[config.mk]
export PLATFORM = sky130hd
export DESIGN_NAME = gshare_predictor
export DESIGN_NICKNAME = d
export VERILOG_FILES = /design/src/rtl/bp_pkg.sv /design/src/rtl/bp_pht.sv /design/src/rtl/gshare_predictor.sv
export SDC_FILE = /design/constraint.sdc
export NUM_CORES = 1
export LEC_CHECK = 0
export CAP_MARGIN = 20
export CORE_MARGIN = 4
export CORE_UTILIZATION = 69
export DETAILED_ROUTE_END_ITERATION = 8
export DONT_BUFFER_PORTS = 1
export GPL_ROUTABILITY_DRIVEN = 0
export PLACE_DENSITY_LB_ADDON = 0.25
export SLEW_MARGIN = 20
export SYNTH_ARGS = -nofsm -noshare
export SYNTH_HDL_FRONTEND = slang
export SYNTH_SLANG_ARGS = --single-unit
[constraint.sdc]
create_clock -name clk -period 23.4 [get_ports clk]
set_input_delay 7.02 -clock clk [delete_from_list [all_inputs] [get_ports clk]]
set_output_delay 7.02 -clock clk [all_outputs]
set_load 0.02 [all_outputs]
[src/rtl/bp_pkg.sv]
// Shared types, counter constants and the saturating-counter step for the gshare predictor.
package bp_pkg;

    typedef logic [1:0] bp_ctr_t;

    localparam bp_ctr_t CTR_SNT = 2'b00;
    localparam bp_ctr_t CTR_WNT = 2'b01;
    localparam bp_ctr_t CTR_WT  = 2'b10;
    localparam bp_ctr_t CTR_ST  = 2'b11;

    typedef enum logic {BP_CONCAT = 1'b0, BP_XOR = 1'b1} bp_mode_e;
    typedef enum logic {BP_INIT = 1'b0, BP_READY = 1'b1} bp_state_e;

    // One step of a 2-bit counter toward the resolved direction, saturating at both ends.
    function automatic bp_ctr_t ctr_next(bp_ctr_t ctr, logic taken);
        case (ctr)
            CTR_SNT: return taken ? CTR_WNT : CTR_SNT;
            CTR_WNT: return taken ? CTR_WT  : CTR_SNT;
            CTR_WT:  return taken ? CTR_ST  : CTR_WNT;
            default: return taken ? CTR_ST  : CTR_WT;
        endcase
    endfunction

endpackage

[src/rtl/bp_pht.sv]
// Pattern history table: 2-bit counters with an INIT sweep that clears one entry per cycle,
// an asynchronous read port and a saturating update port.
module bp_pht
    import bp_pkg::*;
#(
    parameter int unsigned IDX_W = 8
) (
    input  logic             clk,
    input  logic             rst,
    input  logic [IDX_W-1:0] lookup_index,
    output logic             taken,
    input  logic             wr_en,
    input  logic [IDX_W-1:0] wr_index,
    input  logic             wr_outcome,
    output logic             ready
);

    localparam int unsigned DEPTH = 2 ** IDX_W;

    bp_ctr_t          pht [DEPTH];
    bp_state_e        state;
    logic [IDX_W-1:0] ptr;

    // The counter array is never reset directly; the sweep rewrites every entry after rst.
    always_ff @(posedge clk) begin
        if (rst) begin
            state <= BP_INIT;
            ptr   <= '0;
        end else begin
            case (state)
                BP_INIT: begin
                    pht[ptr] <= CTR_WNT;
                    ptr      <= ptr + IDX_W'(1);
                    if (ptr == '1) begin
                        state <= BP_READY;
                    end
                end
                BP_READY: begin
                    if (wr_en) begin
                        pht[wr_index] <= ctr_next(pht[wr_index], wr_outcome);
                    end
                end
            endcase
        end
    end

    assign ready = (state == BP_READY);
    assign taken = ready & pht[lookup_index][1];

endmodule

[src/rtl/gshare_predictor.sv]
// Global-history branch predictor: index hashing, speculative/architectural history with
// mispredict recovery, and a saturating mispredict counter around the bp_pht table.
module gshare_predictor
    import bp_pkg::*;
#(
    parameter int unsigned PC_W   = 8,
    parameter int unsigned HIST_W = 4,
    parameter int unsigned IDX_W  = 8,
    parameter int unsigned MODE   = 0,
    parameter int unsigned CNT_W  = 16
) (
    input  logic              clk,
    input  logic              rst,
    input  logic [PC_W-1:0]   pc,
    input  logic              lookup_valid,
    output logic              prediction,
    output logic [IDX_W-1:0]  read_index,
    output logic              ready,
    input  logic              update_valid,
    input  logic [IDX_W-1:0]  update_index,
    input  logic              update_outcome,
    input  logic              update_mispredict,
    output logic [HIST_W-1:0] ghr_spec,
    output logic [CNT_W-1:0]  mispredict_count
);

    if (PC_W < IDX_W || HIST_W < 1 || HIST_W > IDX_W || MODE > 1) begin : g_param_check
        $error("gshare_predictor: need PC_W >= IDX_W, 1 <= HIST_W <= IDX_W, MODE in {0,1}");
    end

    localparam bp_mode_e HASH_MODE = (MODE == 1) ? BP_XOR : BP_CONCAT;

    logic [HIST_W-1:0] ghr_arch;
    logic [HIST_W-1:0] ghr_arch_next;
    logic              recover;
    logic              unused_pc;

    function automatic logic [HIST_W-1:0] shift_in(logic [HIST_W-1:0] hist, logic bit_in);
        return HIST_W'({hist, bit_in});
    endfunction

    if (HASH_MODE == BP_XOR) begin : g_xor
        assign read_index = pc[IDX_W-1:0] ^ IDX_W'(ghr_spec);
    end else if (HIST_W == IDX_W) begin : g_cat_full
        assign read_index = ghr_spec;
    end else begin : g_cat
        assign read_index = {pc[IDX_W-HIST_W-1:0], ghr_spec};
    end

    // Upper PC bits beyond the hash are deliberately ignored.
    assign unused_pc = ^pc;

    bp_pht #(
        .IDX_W(IDX_W)
    ) u_pht (
        .clk         (clk),
        .rst         (rst),
        .lookup_index(read_index),
        .taken       (prediction),
        .wr_en       (update_valid & ready),
        .wr_index    (update_index),
        .wr_outcome  (update_outcome),
        .ready       (ready)
    );

    assign ghr_arch_next = shift_in(ghr_arch, update_outcome);
    assign recover       = update_valid & update_mispredict;

    // Recovery overrides a same-cycle lookup shift of the speculative history.
    always_ff @(posedge clk) begin
        if (rst) begin
            ghr_spec         <= '0;
            ghr_arch         <= '0;
            mispredict_count <= '0;
        end else if (ready) begin
            if (update_valid) begin
                ghr_arch <= ghr_arch_next;
            end
            if (recover) begin
                ghr_spec <= ghr_arch_next;
                if (mispredict_count != '1) begin
                    mispredict_count <= mispredict_count + CNT_W'(1);
                end
            end else if (lookup_valid) begin
                ghr_spec <= shift_in(ghr_spec, prediction);
            end
        end
    end

endmodule

Word-level counts from Yosys, hierarchy flattened
Memories as Yosys holds them, arrays and structs flattened.
Index checks and enable logic that the tools add are counted.

word-level totals
  memories kept = 1
  bits in latches = 0
  output and inout bits = 30
  memory bits (read-only) = 0
  logic and storage cells = 43
  bits in registers = 32
  memory bits (writable) = 512
  bits of input ports = 22

operators by class
  muxes and demuxes = 22
  bitwise gates (word level) = 3
  reduce and logical (&&, ||, !) cells = 6
  divide/modulo/power cells = 0
  shifts and indexed selects = 0
  magnitude comparators = 0
  $mul = 0
  $add $sub $neg = 2
  eq/ne operators = 4

memories
  name       words  width  rd ports  clocked after memory_dff  wr ports  RTL line      text
  u_pht.pht  256    2      2         0                         1         bp_pht.sv:20  bp_ctr_t pht [DEPTH];

operator list
  cell                     number
  $add A16 B1 Y16 const B  1
  $ne A16 B16 Y1 const B   1
  $mux W1                  12
  $mux W2                  6
  $add A8 B1 Y8 const B    1
  $eq A8 B8 Y1 const B     1
  $mux W4                  2
  $mux W8                  1
  $pmux W2 S3              1
  $reduce_and A2 Y1        2
  $and A1 B1 Y1            3
  $reduce_and A3 Y1        1
  $eq A2 B1 Y1 const B     1
  $eq A2 B2 Y1 const B     1
  $logic_not A2 Y1         1
  $reduce_bool A2 Y1       1
  $reduce_or A2 Y1         1

Longest topological paths before layout
Gate-level depths: netlist of run 1.

  word-level depth = 7
  mapped depth = 14
  depth with buffers taken out = 9

Modules after synthesis
Synthesis of run 1 repeated with hierarchy kept, for this count alone.

unflattened totals
  cell total of the unflattened synthesis = 1,591
  area total of the unflattened synthesis = 24,842.6 µm²

modules (own cells, without submodules)
  module            sequential area each (µm²)  area each (µm²)  instances  cells each
  bp_pht            15,554.9                    23,605.1         1          1,437
  gshare_predictor  460.4                       1,237.4          1          154

Worst setup path before layout of run 1
Ideal clock, no wire load.

  path type = input port to flip-flop
  from = input port update_index[0]
  to = memory u_pht.pht[0][1] (netlist bit) (data pin)
  setup time = 1.574 ns
  stages = 10
  required time = 21.826 ns
  path buffers = 2
  data arrival time = 16.063 ns
  setup slack = 5.763 ns
  path through = buf_6 > or3b_1 > buf_2 > o22ai_1 > nor3_1 > or4_1 > a221o_1 > a2111oi_2 > o21ai_1 > a21oi_1

on the way
  longest elaborated chain between the ends = 7
  elaborated cells between the ends (all ways) = 9
  classes of those cells = eq/ne: 2; mux: 5; reduce/logical: 1; memory: 1

RTL lines
  what                                  RTL line                text
  start, declared                       gshare_predictor.sv:20  input logic [IDX_W-1:0] update_index,
  $mem_v2 Z256 W2 (*)                   -
  $eq A2 B2 Y1 (tied with other cells)  bp_pkg.sv:16            case (ctr)
  $pmux W2 S3 (*)                       bp_pkg.sv:16
  $mux W2 (*)                           bp_pht.sv:39            if (wr_en) begin
  $mux W2 (*)                           bp_pht.sv:30            case (state)
  $mux W2 (*)                           bp_pht.sv:26            if (rst) begin
  $mux W2 (no line) (*)                 -
  end, declared                         bp_pht.sv:20

Mark *: on every way between the ends. The rest lies on a longest branch, timed or not. The select of a mux whose other input is x is not followed.

Worst setup path in the final report of run 1
  from = input port pc[0]
  to = output port prediction

on the way
  longest elaborated chain between the ends = 2

RTL lines
  what             RTL line                text
  start, declared  gshare_predictor.sv:14  input logic [PC_W-1:0] pc,
  $mem_v2 Z256 W2  -
  $and A1 B1 Y1    bp_pht.sv:48            assign taken = ready & pht[lookup_index][1];
  end, declared    gshare_predictor.sv:16  output logic prediction,

Every way passes these cells.

==> flow_metrics.py, run 1 <==
metrics = {
    "clock_network": {
        "post-cts-setup-buffers": 0,
        "cts_root_buf": "clkbuf_16",
        "cts_buffers": 54,
        "clock-sinks": 544,
        "h-tree-depth": 2,
        "clock_latency_ns": 0.62,
        "path_clk_slew_ns": 0.06,
        "postCtsResizedCells": 0,
        "clock_path_buffers": 3,
        "cts_tree": "built",
        "hold_buffers": 0,
    },
    "worst_setup_path": {
        "r2r_end": "u_pht.pht[74][0]",
        "worstSetupPathType": "input port to primary output",
        "cp_max_fo": 38,
        "ff2ff_setup_slack_ns": 18.82,
        "worstPathArrival_ns": 9.15,
        "setup.worst_path.start": "pc[0]",
        "cp.required_ns": 16.38,
        "reg2reg_from": "u_pht.pht[209][1]",
        "crit_path_start_kind": "input port",
        "reg2regPathDepth": 9,
        "cp-end-kind": "primary output",
        "cp-endpoint": "prediction",
    },
    "timing": {
        "final.setup.tns_ns": 0,
        "setup_viol": 0,
        "hold_viol": 0,
        "period_share_pct": 69.1,
        "layout_setup_ws_ns": 7.23,
        "hold_ws_ns": 0.455,
        "min_period_ns": 16.17,
        "fmax_mhz": 61.8,
        "tightest_slew_ns": 1.27,
        "finClkSkew_ns": 0.0314,
        "maxSlewHeadroom_pct": 15.0,
        "slew_violations": 0,
        "rsz0062_at_grt": "false",
    },
    "power": {
        "sw_frac_of_total_pct": 20.4,
        "seqPwrFrac_pct": 53.9,
        "cell_internal_pwr_uw": 1550,
        "leakage_uw": 0.00930,
        "clkPwrFrac_pct": 43.5,
        "peakVddDrop_uv": 68.8,
        "powerDensity_nw_per_um2": 72.6,
        "total_power_uw": 1950,
        "comb_power_share_pct": 2.5,
        "netSwitchingPower_uw": 397,
    },
    "min_path": {
        "hold_path_class": "flip-flop to flip-flop",
        "hold_path_startpoint": "ghr_arch[2]",
        "hold_depth": 2,
    },
    "global_routing": {
        "grt_first_pass_wirelength_mm": 95.8,
        "global_route.usage.total_pct": 33.0,
        "grt_max_degree": 134,
        "overflow": 0,
        "grt_pass1_vias": 15500,
        "antenna_found_initial": 1,
    },
    "logic_synthesis": {
        "ys.flop_type": "edfxtp_1",
        "ys_ff_latch": 544,
        "yosysMostFrequentCell": "edfxtp_1",
        "synth-edff-count": 512,
        "synth_top_cells_by_count": "512 x edfxtp_1, 287 x nor2_1, 139 x mux4_2",
        "syn_area_per_cell_um2": 15.4,
        "synth.area.top_cells": "edfxtp_1 62%, mux4_2 13%, mux2i_1 4.4%, nor2_1 4.3%, dfxtp_1 2.6%",
        "synth-seq-area-share_pct": 64.1,
        "yosys.area.top_type": "edfxtp_1",
        "synth_nets": 1649,
        "synth_cell_type_count": 61,
        "synth_top_area_share_pct": 61.5,
        "synthCells": 1625,
        "yosys_warnings": 0,
        "async_flop_share_pct": 0,
        "syn_area_um2": 25000,
    },
    "floorplan": {
        "die_area_um2": 39300,
        "ios": 52,
        "die-height_um": 198,
        "std_cell_rows": 69,
        "die_w_um": 198,
        "core_region_area_um2": 35700,
        "start_util_pct": 70.1,
    },
    "routing": {
        "post_drt_wl_per_cell_um": 30.5,
        "via_per_inst": 7.34,
        "drt_wl_total_mm": 63.4,
        "vias": 15200,
        "drtPass1Iterations": 6,
        "drc": 0,
        "drtIter0Drc": 2072,
        "ant_nets": 0,
    },
    "layout": {
        "fin_nets": 1601,
        "drive_above_1_share_pct": 16.8,
        "fin_cells": 2078,
        "n_antenna_cell": 0,
        "syn_to_final_growth_pct": 7.21,
    },
    "place": {
        "place_worst_setup_slack_ns": 7.42,
        "numPortBuffers": 0,
        "hpwlAfterDp_mm": 36.9,
        "placedCellCount": 1982,
    },
    "flow_run": {
        "drv_cap": 0,
    },
    "run_status": {
        "status": "finished, final reports clean",
    },
}
## through the flow
| stage | area (um^2) | util, % |
|---|---|---|
| 2_1_floorplan | 25000 | - |
| 3_3_place_gp | 25000 | 70.2 |
| 6_report | 26800 | 75.1 |
| 3_5_place_dp | 25100 | 70.3 |
| 5_1_grt | 26800 | 75.1 |
| 4_1_cts | 26800 | 75.1 |
## flip-flops by register name (all words and copies together) (netlist names)
register and flops:
ghr_spec 4, mispredict_count 16, u_pht.pht 512, ghr_arch 3
u_pht.ready 1, u_pht.ptr 8
## layout make-up
cell class / count / area [um^2]
fill: 2028 / 8870
clock buffer: 58 / 1370
tap: 461 / 577
clock inverter: 38 / 340
inverter: 8 / 30.0
timing repair buffer: 20 / 170
sequential: 544 / 16000
multi-input combinational: 949 / 8280
## placed cells by master, fill, tap and decap left out, types with 8 or more instances in the layout
| master | n |
|---|---|
| a21oi_1 | 25 |
| buf_4 | 19 |
| clkbuf_16 | 54 |
| clkinv_1 | 15 |
| clkinv_2 | 9 |
| dfxtp_1 | 30 |
| edfxtp_1 | 512 |
| inv_1 | 8 |
| mux2_2 | 20 |
| mux2i_1 | 111 |
| mux4_1 | 17 |
| mux4_2 | 139 |
| nand2_1 | 87 |
| nand2b_1 | 13 |
| nand3_1 | 18 |
| nand3b_1 | 10 |
| nor2_1 | 286 |
| nor2b_1 | 12 |
| nor3_1 | 19 |
| nor4_1 | 17 |
| o21ai_0 | 14 |
| o22ai_1 | 44 |
| or3_1 | 10 |
| xor2_1 | 8 |
## power by group through the flow
stage          logic [uW]  clock network (uW)  registers, uW
5_1_grt              51.0                 891           1050
6_report             49.3                 847           1050
4_1_cts              47.8                 850           1050
3_5_place_dp         47.5                   0           1070
3_3_place_gp         46.7                   0           1070
2_1_floorplan        52.1                   0           1070
## worst min-delay path by stage
stage,endpoint,slack (ns)
final,ghr_arch[2],0.45
after CTS,ghr_arch[2],0.46
after detailed placement,ghr_arch[2],0.45
after floorplan,ghr_arch[2],0.44
after global placement,ghr_arch[2],0.44
after global routing,ghr_arch[1],0.50
## per-layer routing
layer / share of wire [%] / global-route usage [%] / vias up
met4: 5.0 / 14.4 / 2
met1: 35 / 45.0 / 7625
li1: - / - / 6296
met2: 47 / 51.0 / 1094
met5: 0.021 / 0 / -
met3: 13 / 9.26 / 232
## critical path, cell delays in order
cell	delay, ns
mux4_2	0.23
mux2i_1	0.08
mux2_2	0.30
a2111oi_0	0.61
o31ai_1	0.17
o21ai_1	0.70
## logic make-up after synthesis
logic type                 count (synthesis)  share of synthesized area, %
DFF                                      544                          64.1
AOI/OAI and AO/OA                        145                          3.95
and+or+nand+nor                          500                          8.77
adders and majority gates                  2                         0.100
buffers and inverters                    132                          2.87
xor gates and xnor gates                  15                         0.526
muxes                                    287                          19.7
Note: power is estimated with default switching activity, not from simulation.
==> run 2: changes to the inputs <==
--- a/config.mk
+++ b/config.mk
@@ -7,7 +7,7 @@
 export LEC_CHECK = 0
 export CAP_MARGIN = 20
 export CORE_MARGIN = 4
-export CORE_UTILIZATION = 69
+export CORE_UTILIZATION = 58
 export DETAILED_ROUTE_END_ITERATION = 8
 export DONT_BUFFER_PORTS = 1
 export GPL_ROUTABILITY_DRIVEN = 0
==> constraint.sdc (replaced) <==
create_clock -name clk -period 13.75 [get_ports clk]
set_input_delay 4.125 -clock clk [delete_from_list [all_inputs] [get_ports clk]]
set_output_delay 4.125 -clock clk [all_outputs]
set_load 0.02 [all_outputs]
==> flow_metrics.py, run 2 (synthesized netlist as in run 1, its figures left out) <==
metrics = {
    "routing": {
        "ant_nets": 0,
        "drt_wl_total_mm": 61.9,
        "vias": 15000,
        "drtPass1Iterations": 5,
        "drc": 0,
        "via_per_inst": 6.91,
        "post_drt_wl_per_cell_um": 28.6,
        "drtIter0Drc": 1940,
    },
    "worst_setup_path": {
        "crit_buf_inv": 0,
        "worstPathArrival_ns": 6.20,
        "ff2ff_setup_slack_ns": 9.18,
        "crit_family": "compound AO/OA/AOI/OAI gates",
        "crit_slowest_cell": "nor4bb_1",
        "slowest_delay_ns": 0.57,
        "crit_path_start_kind": "input port",
        "cp.required_ns": 9.62,
        "path_depth": 6,
        "worstPathCellList": "mux4_2 -> mux2_2 -> o311ai_0 -> a211oi_1 -> nor4bb_1 -> o21ai_1",
        "reg2regPathDepth": 10,
        "worstSetupPathType": "input port to primary output",
        "cp_max_fo": 38,
        "cp-end-kind": "primary output",
    },
    "clock_network": {
        "clock-sinks": 544,
        "postCtsResizedCells": 0,
        "cts_buffers": 54,
        "hold_buffers": 0,
        "clock_path_buffers": 3,
        "cts_root_buf": "clkbuf_16",
        "h-tree-depth": 2,
        "cts_tree": "built",
        "post-cts-setup-buffers": 0,
        "clock_latency_ns": 0.61,
        "path_clk_slew_ns": 0.07,
    },
    "layout": {
        "drive_above_1_share_pct": 16.9,
        "mostFrequentLayoutCells": "512 x edfxtp_1, 287 x nor2_1, 139 x mux4_2, 111 x mux2i_1, 88 x nand2_1",
        "fin_nets": 1607,
        "largest_register_ff_count": 512,
        "top_regs": "u_pht.pht x512, mispredict_count x16, u_pht.ptr x8",
        "syn_to_final_growth_pct": 7.62,
        "final_common_cell": "edfxtp_1",
        "regMostFlops": "u_pht.pht",
        "n_antenna_cell": 0,
        "fin_area_um2": 26900,
    },
    "global_routing": {
        "global_route.usage.total_pct": 26.6,
        "overflow": 0,
        "grt_max_degree": 134,
        "grt_first_pass_wirelength_mm": 93.1,
        "antenna_found_initial": 0,
        "grt_pass1_vias": 15000,
    },
    "run_status": {
        "status": "finished, final reports clean",
    },
    "flow_run": {
        "drv_cap": 0,
    },
    "floorplan": {
        "die-height_um": 216,
        "start_util_pct": 59.2,
        "die_w_um": 216,
        "ios": 52,
        "core_region_area_um2": 42200,
        "std_cell_rows": 75,
        "die_area_um2": 46500,
    },
    "power": {
        "peakVddDrop_uv": 112,
        "leakage_uw": 0.00933,
        "powerDensity_nw_per_um2": 121,
    },
    "timing": {
        "hold_viol": 0,
        "slew_violations": 0,
        "rsz0062_at_grt": "false",
        "tightest_slew_ns": 1.18,
        "final.setup.tns_ns": 0,
        "finClkSkew_ns": 0.0225,
        "min_period_ns": 10.33,
        "maxSlewHeadroom_pct": 21.1,
        "period_share_pct": 75.1,
        "setup_viol": 0,
        "fmax_mhz": 96.8,
    },
    "place": {
        "hpwlAfterDp_mm": 37.3,
        "placed_area_um2": 25200,
        "numPortBuffers": 0,
    },
    "min_path": {
        "hold_path_class": "flip-flop to flip-flop",
        "hold_depth": 2,
    },
}
## run 2: worst min-delay path, cell delays in order, from the launching register on
cell and delay [ns]:
dfxtp_1 0.32, nand2_1 0.06, a21oi_1 0.05
## run 2: per-layer routing
layer	up-vias	part of all wire (%)	wire (um)	GRT usage, %
met4	0	4.6	2850	11.4
met1	7602	37	23200	36.0
met2	839	49	30000	42.9
met5	-	0	0	0
li1	6333	-	-	-
met3	186	9.4	5810	5.46
## run 2: final cells by class
class / instances / area (um^2)
clock buffers: 72 / 1510
clock inverters: 27 / 151
fillers: 3004 / 15300
inverters: 8 / 30.0
multi-input cells: 949 / 8270
flip-flops and latches: 544 / 16000
well taps: 539 / 674
repair buffers: 26 / 223
## run 2: stage by stage
step | std cells | util, % | total power [uW] | setup slack, ns | hold WS, ns
after global placement | 2064 | 59.6 | 1900 | 3.59 | 0.438
after CTS | 2163 | 63.6 | 3280 | 3.55 | 0.467
after detailed placement | 2064 | 59.6 | 1900 | 3.55 | 0.458
final | 2165 | 63.7 | 3270 | 3.42 | 0.469
after global routing | 2165 | 63.7 | 3360 | 3.41 | 0.476
after floorplan | 1625 | - | 1910 | 2.37 | 0.437
## run 2: worst paths after layout
check / start / to
worst max-delay path: pc[0] / prediction
worst min-delay path: ghr_arch[0] / ghr_arch[0]
worst max register to register: u_pht.pht[11][0] / u_pht.pht[221][0]
worst min register to register: ghr_arch[0] / ghr_arch[0]
## run 2: report_power, final
part	switching, uW	internal [uW]
logic	43.9	40.0
registers	1.85	1780
clock network	608	788
